==> src/rtl/beam_threshold_loader.sv <==
// Beamformer threshold loader: shadow table of per-beam thresholds, serial
// push with one-hot beam enables, then a single commit pulse to the trigger block.
module beam_threshold_loader #(
    parameter int unsigned NBEAMS         = 48,
    parameter int unsigned THRESH_BITS    = 18,
    parameter logic [THRESH_BITS-1:0] DEFAULT_THRESH = {THRESH_BITS{1'b1}},
    parameter int unsigned UPDATE_GAP     = 2,
    parameter int unsigned AW             = (NBEAMS > 1) ? $clog2(NBEAMS) : 1
) (
    input  logic                   clk_i,
    input  logic                   rst_i,
    input  logic                   wr_en_i,
    input  logic [AW-1:0]          wr_addr_i,
    input  logic [THRESH_BITS-1:0] wr_data_i,
    input  logic [AW-1:0]          rd_addr_i,
    output logic [THRESH_BITS-1:0] rd_data_o,
    input  logic                   load_req_i,
    output logic                   busy_o,
    output logic                   done_o,
    output logic [THRESH_BITS-1:0] thresh_o,
    output logic [NBEAMS-1:0]      thresh_ce_o,
    output logic                   update_o
);

    localparam logic [AW-1:0]     LAST_BEAM = AW'(NBEAMS - 1);
    localparam logic [3:0]        GAP_END   = 4'(UPDATE_GAP);
    localparam logic [NBEAMS-1:0] CE_ONE    = NBEAMS'(1);

    typedef enum logic [1:0] {IDLE, LOAD, GAP, COMMIT} state_t;

    state_t                 state;
    logic [AW-1:0]          beam;
    logic [3:0]             gap_cnt;
    logic                   pending;
    logic [THRESH_BITS-1:0] shadow [NBEAMS];
    logic [THRESH_BITS-1:0] rd_mux;
    logic [THRESH_BITS-1:0] cur_val;

    // Shadow table: writes accepted in every state, out-of-range addresses dropped
    always_ff @(posedge clk_i) begin
        for (int i = 0; i < int'(NBEAMS); i++) begin
            if (rst_i) begin
                shadow[i] <= DEFAULT_THRESH;
            end else if (wr_en_i && (wr_addr_i == AW'(i))) begin
                shadow[i] <= wr_data_i;
            end
        end
    end

    // Read mux (0 when out of range) and the value for the beam being presented,
    // which forwards a same-edge write so it goes out in this pass
    always_comb begin
        rd_mux  = '0;
        cur_val = '0;
        for (int i = 0; i < int'(NBEAMS); i++) begin
            if (rd_addr_i == AW'(i)) rd_mux = shadow[i];
            if (beam == AW'(i))      cur_val = shadow[i];
        end
        if (wr_en_i && (wr_addr_i == beam)) cur_val = wr_data_i;
    end

    // Registered read-back; a same-edge write is seen one cycle later
    always_ff @(posedge clk_i) begin
        if (rst_i) rd_data_o <= '0;
        else       rd_data_o <= rd_mux;
    end

    // Load sequencer: IDLE -> LOAD (one beam per cycle) -> GAP -> COMMIT -> IDLE/LOAD
    always_ff @(posedge clk_i) begin
        if (rst_i) begin
            state       <= IDLE;
            beam        <= '0;
            gap_cnt     <= '0;
            pending     <= 1'b0;
            busy_o      <= 1'b0;
            done_o      <= 1'b0;
            update_o    <= 1'b0;
            thresh_ce_o <= '0;
            thresh_o    <= '0;
        end else begin
            done_o      <= 1'b0;
            update_o    <= 1'b0;
            thresh_ce_o <= '0;
            thresh_o    <= '0;
            case (state)
                IDLE: begin
                    if (load_req_i) begin
                        state  <= LOAD;
                        beam   <= '0;
                        busy_o <= 1'b1;
                    end
                end
                LOAD: begin
                    thresh_ce_o <= CE_ONE << beam;
                    thresh_o    <= cur_val;
                    if (load_req_i) pending <= 1'b1;
                    if (beam == LAST_BEAM) begin
                        state   <= GAP;
                        gap_cnt <= '0;
                    end else begin
                        beam <= beam + AW'(1);
                    end
                end
                GAP: begin
                    if (load_req_i) pending <= 1'b1;
                    if (gap_cnt == GAP_END) begin
                        update_o <= 1'b1;
                        state    <= COMMIT;
                    end else begin
                        gap_cnt <= gap_cnt + 4'd1;
                    end
                end
                COMMIT: begin
                    done_o  <= 1'b1;
                    pending <= 1'b0;
                    if (pending || load_req_i) begin
                        state <= LOAD;
                        beam  <= '0;
                    end else begin
                        state  <= IDLE;
                        busy_o <= 1'b0;
                    end
                end
                default: state <= IDLE;
            endcase
        end
    end

endmodule

==> config.mk <==
export PLATFORM = sky130hd
export DESIGN_NAME = beam_threshold_loader
export DESIGN_NICKNAME = d
export VERILOG_FILES = /design/src/rtl/beam_threshold_loader.sv
export SDC_FILE = /design/constraint.sdc
export NUM_CORES = 2
export LEC_CHECK = 0
export ABC_AREA = 1
export CORE_MARGIN = 10
export CORE_UTILIZATION = 50
export DETAILED_ROUTE_END_ITERATION = 6
export MAX_ROUTING_LAYER = met4
export PLACE_DENSITY = 0.68
export SYNTH_ARGS = -nofsm -noshare
export SYNTH_HDL_FRONTEND = slang
export SYNTH_SLANG_ARGS = --single-unit
==> constraint.sdc <==
create_clock -name clk_i -period 4.6 [get_ports clk_i]
set_input_delay 0.46 -clock clk_i [delete_from_list [all_inputs] [get_ports clk_i]]
set_output_delay 0.46 -clock clk_i [all_outputs]
set_load 0.01 [all_outputs]
Word-level counts from Yosys, hierarchy flattened
Memories as Yosys holds them, arrays and structs flattened.
Index checks and enable logic that the tools add are counted.
{"block": "totals", "reg_bits": 100, "ram_bits": 864, "input_bits": 34, "out_inout_bits": 87, "word_cells": 593, "mem_count": 1}
{"name": "shadow", "words": 48, "width": 18, "rd": 48, "rd_ports_with_merged_regs": 0, "write_ports": 48, "line_no": "35", "rtl": "logic [THRESH_BITS-1:0] shadow [NBEAMS];"}
{"block": "classes", "addsub": 2, "eq_ne": 154, "shift": 1, "mux": 309, "n_bitwise": 50, "n_reduce_logical": 66}
{"op": "2-to-1 mux 18 bit", "n": 145}
{"op": "== test 6 x 5 -> 1 bit (second input constant)", "n": 48}
{"op": "== test 6 bit (second input constant)", "n": 48}
{"op": "2-to-1 mux 1 bit", "n": 151}
{"op": "== test 6 x 4 -> 1 bit (second input constant)", "n": 24}
{"op": "== test 6 x 3 -> 1 bit (second input constant)", "n": 12}
{"op": "logical AND 1 bit", "n": 49}
{"op": "bitwise OR 1 bit", "n": 48}
{"op": "left shift 1 x 6 -> 48 bit (first input constant)", "n": 1}
{"op": "== test 6 x 2 -> 1 bit (second input constant)", "n": 6}
{"op": "== test 6 x 1 -> 1 bit (second input constant)", "n": 3}
{"op": "logical NOT 6 bit", "n": 3}
{"op": "2-to-1 mux 6 bit", "n": 3}
{"op": "case mux 6 bit (3 select lines)", "n": 1}
{"op": "!= test 2 bit (second input constant)", "n": 7}
{"op": "AND reduction 3 bit", "n": 3}
{"op": "2-to-1 mux 4 bit", "n": 2}
{"op": "case mux 2 bit (4 select lines)", "n": 1}
{"op": "case mux 4 bit (2 select lines)", "n": 1}
{"op": "adder 6 x 1 -> 6 bit (second input constant)", "n": 1}
{"op": "== test 6 bit", "n": 1}
{"op": "2-to-1 mux 2 bit", "n": 3}
{"op": "nonzero test 2 bit", "n": 3}
{"op": "OR reduction 2 bit", "n": 3}
{"op": "other kinds (12)", "n": 15}

Longest topological paths before layout
{"block": "logic_depth", "depth_word": 50, "depth_mapped": 54, "depth_no_buf": 54}

Worst setup path after synthesis
No wires, ideal clock.
{"block": "synth_timing", "path_type": "input -> register", "startpoint": "input port rd_addr_i[5]", "endpoint": "register rd_data_o[12]", "setup_ns": 0.109, "t_arrival_ns": 3.554, "required_time_ns": 4.491, "slack_ns": 0.937, "stages": 33, "path_buffers": 1, "cell_sequence": "nor2_1 inv_2 buf_2 nor2_4 inv_1 o21ai_1 nand3_1 o21ai_1 o21ai_0 a21oi_1 nand3_1 o22ai_1 nand4_1 o21ai_1 o211ai_1 o21ai_1 o21ai_0 a21oi_1 nand4_1 a21oi_1 o2111ai_1 o22ai_1 nand2_1 a21oi_1 nand4_1 a21oi_1 nand4_1 mux2i_1 nand4_1 nor2_1 nand3b_1 nand2_1 inv_1"}
{"block": "synth_between", "elab_chain_len": 49, "word_cells_on_any_way": 96, "classes_between": "eq/ne (47); mux (48); reduce/logical (1)"}
{"item": "start: declaration", "line_no": "15", "rtl": "input logic [AW-1:0] rd_addr_i,"}
{"item": "logical NOT 6 bit", "line_no": "56", "rtl": "if (rd_addr_i == AW'(i)) rd_mux = shadow[i];"}
{"item": "2-to-1 mux 18 bit (47 in a row)", "line_no": "56"}
{"item": "2-to-1 mux 18 bit *", "line_no": "56"}
{"item": "end signal: assignment", "line_no": "65", "rtl": "else rd_data_o <= rd_mux;"}
{"item": "end: declaration", "line_no": "16", "rtl": "output logic [THRESH_BITS-1:0] rd_data_o,"}
Every way passes the cells marked *; elsewhere a longest branch is shown, timed or not.
A chain may end at the register's enable or synchronous reset.

Final worst setup path
{"block": "layout_timing", "startpoint": "register beam[1]", "endpoint": "register thresh_o[5]"}
{"block": "layout_between", "elab_chain_len": 50, "word_cells_on_any_way": 99, "classes_between": "eq/ne (48); mux (49); reduce/logical (2)"}
{"item": "start: declaration", "line_no": "32", "rtl": "logic [AW-1:0] beam;"}
{"item": "start signal: assignment", "line_no": "101", "rtl": "beam <= beam + AW'(1);"}
{"item": "logical NOT 6 bit", "line_no": "57", "rtl": "if (beam == AW'(i)) cur_val = shadow[i];"}
{"item": "2-to-1 mux 18 bit (48 in a row)", "line_no": "57"}
{"item": "2-to-1 mux 18 bit *", "line_no": "59", "rtl": "if (wr_en_i && (wr_addr_i == beam)) cur_val = wr_data_i;"}
{"item": "end signal: assignment", "line_no": "95", "rtl": "thresh_o <= cur_val;"}
{"item": "end: declaration", "line_no": "20", "rtl": "output logic [THRESH_BITS-1:0] thresh_o,"}
Marks and branches as above.

==> results.json <==
{
  "status": "finished with violations",
  "failed_checks": "design-rule violations, negative setup slack",
  "syn_area_um2": 50200,
  "grt_pass1_wl_mm": 275,
  "hold_start": "rst_i",
  "die_w_um": 337,
  "nNetsFinal": 6606,
  "grtUsageMet1": 0.434,
  "top_usage_layer": "met2",
  "skew_ps": 26.8,
  "mostFrequentLayoutCell": "nand2_1",
  "synth_area_leaders": "edfxtp_1 52%, nand2_1 19%, inv_1 4.4%",
  "grt_usage": 0.332,
  "final_util": 0.614,
  "wl_per_cell_um": 23.8,
  "gr-total-overflow": 0,
  "clock.fmax_ghz": 0.195,
  "syn-mean-instance-area_um2": 8.12,
  "syn_nets": 6231,
  "dr.pass1.iters": 7,
  "drc": 3,
  "grt.met2_usage": 0.514,
  "synth-async-reset-ratio": 0,
  "r2r_start": "beam[1]",
  "synth_edf_count": 864,
  "yosysUniqueCellTypes": 50,
  "std_cell_rows": 116,
  "portBuffers": 120,
  "grt_pass1_vias": 43500,
  "cts_buffer_depth": 3,
  "drv_cap": 0,
  "worstSetupStartpoint": "beam[1]",
  "vias": 46500,
  "yosys.area.top_type_share": 0.517,
  "final_cell_mix": "2,381 x nand2_1, 864 x edfxtp_1, 557 x inv_1, 446 x buf_4, 387 x nor2_1",
  "relSlewSlack": 0.149,
  "r2r_setup_slack_ps": -540,
  "drt_iter0_drc": 6429,
  "drv_slew": 0,
  "viasPerCell": 5.85,
  "yosys.area.top_type": "edfxtp_1",
  "fin_crit_ps": 5140,
  "leakagePower_nw": 23.7,
  "hpwl_mm": 132,
  "cts_tree": "built",
  "cellPowerDensity_nw_per_um2": 382,
  "num-fill-cells": 8612,
  "critical_path_class": "reg2reg",
  "hold_violations": 0,
  "start_util": 0.503,
  "worstMarginPinSlew_ps": 1270,
  "cts_max_level": 3,
  "clk_pin_slew_ps": 70,
  "finalCritPeriodShare": 1.12,
  "grt_max_degree": 49,
  "area_growth_pct": 22.1,
  "cp.arrival_ps": 5750,
  "report.power.total_mw": 23.4,
  "ys_warn_count": 0,
  "critPathTopFamily": "simple AND/OR/NAND/NOR gates",
  "grt_antenna_before_repair": 7,
  "critPathCaptureType": "register",
  "ios": 121,
  "fp.dieH_um": 337,
  "cp_common_cell": "nand2_1",
  "start_kind": "register",
  "die-area_um2": 113000,
  "synth-seq-area-share": 0.557,
  "setup_viol_count_final": 21,
  "dp_cells": 7707,
  "postSynthCellCount": 6184,
  "drt-total-wl_mm": 189,
  "vdd_drop_max_mv": 0.316,
  "fin_ws_ps": -540,
  "crit_buf_inv": 3,
  "crit_slowest_cell": "dfxtp_2",
  "cts_sinks": 964,
  "ys_seq_elements": 964,
  "grt_setup_unrepaired": "true",
  "antenna_left": 0,
  "core-area_um2": 99900,
  "final_cells": 7955,
  "worstPathMaxFanout": 6,
  "drive_above_1_share": 0.191,
  "grt_util_met3": 0.0559,
  "clk_latency_ps": 730,
  "synthFlopType": "edfxtp_1",
  "min_path_type": "in2reg",
  "cts_root_buf": "clkbuf_16",
  "cpPeakStageDelay_ps": 360,
  "cts_buffers": 107,
  "cp.required_ps": 5210,
  "place_congestion": 0.986
}
power breakdown:
group          leakage [nW]  internal [mW]  switching (mW)
Clock                  1.78           5.10            3.76
Sequential             9.52           10.0           0.299
Combinational          12.4           1.38            2.88
Total                  23.7           16.5            6.94
layer usage:
| layer | wire length, um | part of all wire |
|---|---|---|
| met1 | 74100 | 0.39 |
| met2 | 86200 | 0.46 |
| met3 | 20200 | 0.11 |
| met4 | 8640 | 0.046 |
| met5 | 0 | 0 |
worst register-to-register path, delay by kind of cell (launching register included):
| family | cells | cell delay, ps |
|---|---|---|
| adder cells (fa/ha/maj) | 1 | 140 |
| AND/OR/NAND/NOR | 43 | 3580 |
| AO/OA/AOI/OAI | 4 | 570 |
| flip-flops | 1 | 360 |
| buffers and inverters | 3 | 420 |
synthesized netlist by cell type, types with 8 or more instances:
cell type	n
a21oi_1	230
a22oi_1	14
a31oi_1	8
buf_1	11
buf_2	33
clkbuf_1	294
dfxtp_1	100
edfxtp_1	864
ha_1	13
inv_1	592
mux2i_1	10
nand2_1	2515
nand3_1	255
nand3b_1	14
nand4_1	138
nor2_1	437
nor3_1	32
o2111ai_1	26
o211ai_1	31
o21ai_0	353
o21ai_1	21
o22ai_1	25
or2_2	84
state kept, by name, indices dropped and copies added (netlist names):
register     cells
shadow         864
thresh_ce_o     48
rd_data_o       18
thresh_o        18
beam             6
gap_cnt          4
state            2
busy_o           1
done_o           1
pending          1
update_o         1
worst paths after layout:
check	end	depth (start not counted)
setup / recovery	thresh_o[5]	51
hold / removal	done_o	3
setup reg to reg	thresh_o[5]	51
hold reg to reg	rd_data_o[6]	2
metrics by stage:
step	setup WS (ps)	hold slack (ps)	cell area, um^2	TNS [ps]
after detailed placement	-1870	504	55200	-37020
after floorplan	937	472	50200	0
after global routing	-814	286	61300	-13900
after CTS	-461	234	60000	-5850
after global placement	-1810	494	55200	-35880
final	-540	273	61300	-6390
kinds of logic after synthesis:
| group | synth area share |
|---|---|
| fa+ha+maj | 0.00324 |
| compound gates | 0.0802 |
| buf+inv | 0.0732 |
| mux | 0.00199 |
| xor+xnor | 0.000698 |
| flops | 0.557 |
| simple gates | 0.284 |
repair_timing:
action | 4_1_cts | 5_1_grt
pin swaps | 208 | 322
resized for setup | 329 | 317
setup endpoints to repair | 36 | 36
cloned | 0 | 1
hold buffers | 0 | 0
setup buffers | 18 | 23
final cells by class:
cell class	instances	area (um^2)	area share
Multi-Input combinational cell	4267	20600	0.336
Clock buffer	148	3130	0.0511
Sequential cell	964	28000	0.456
Inverter	606	2300	0.0375
Clock inverter	55	480	0.00784
Timing Repair Buffer	613	5170	0.0844
Tap cell	1298	1620	0.0265
Antenna cell	4	10.0	0.000163
Note: power is estimated with default switching activity, not from simulation.
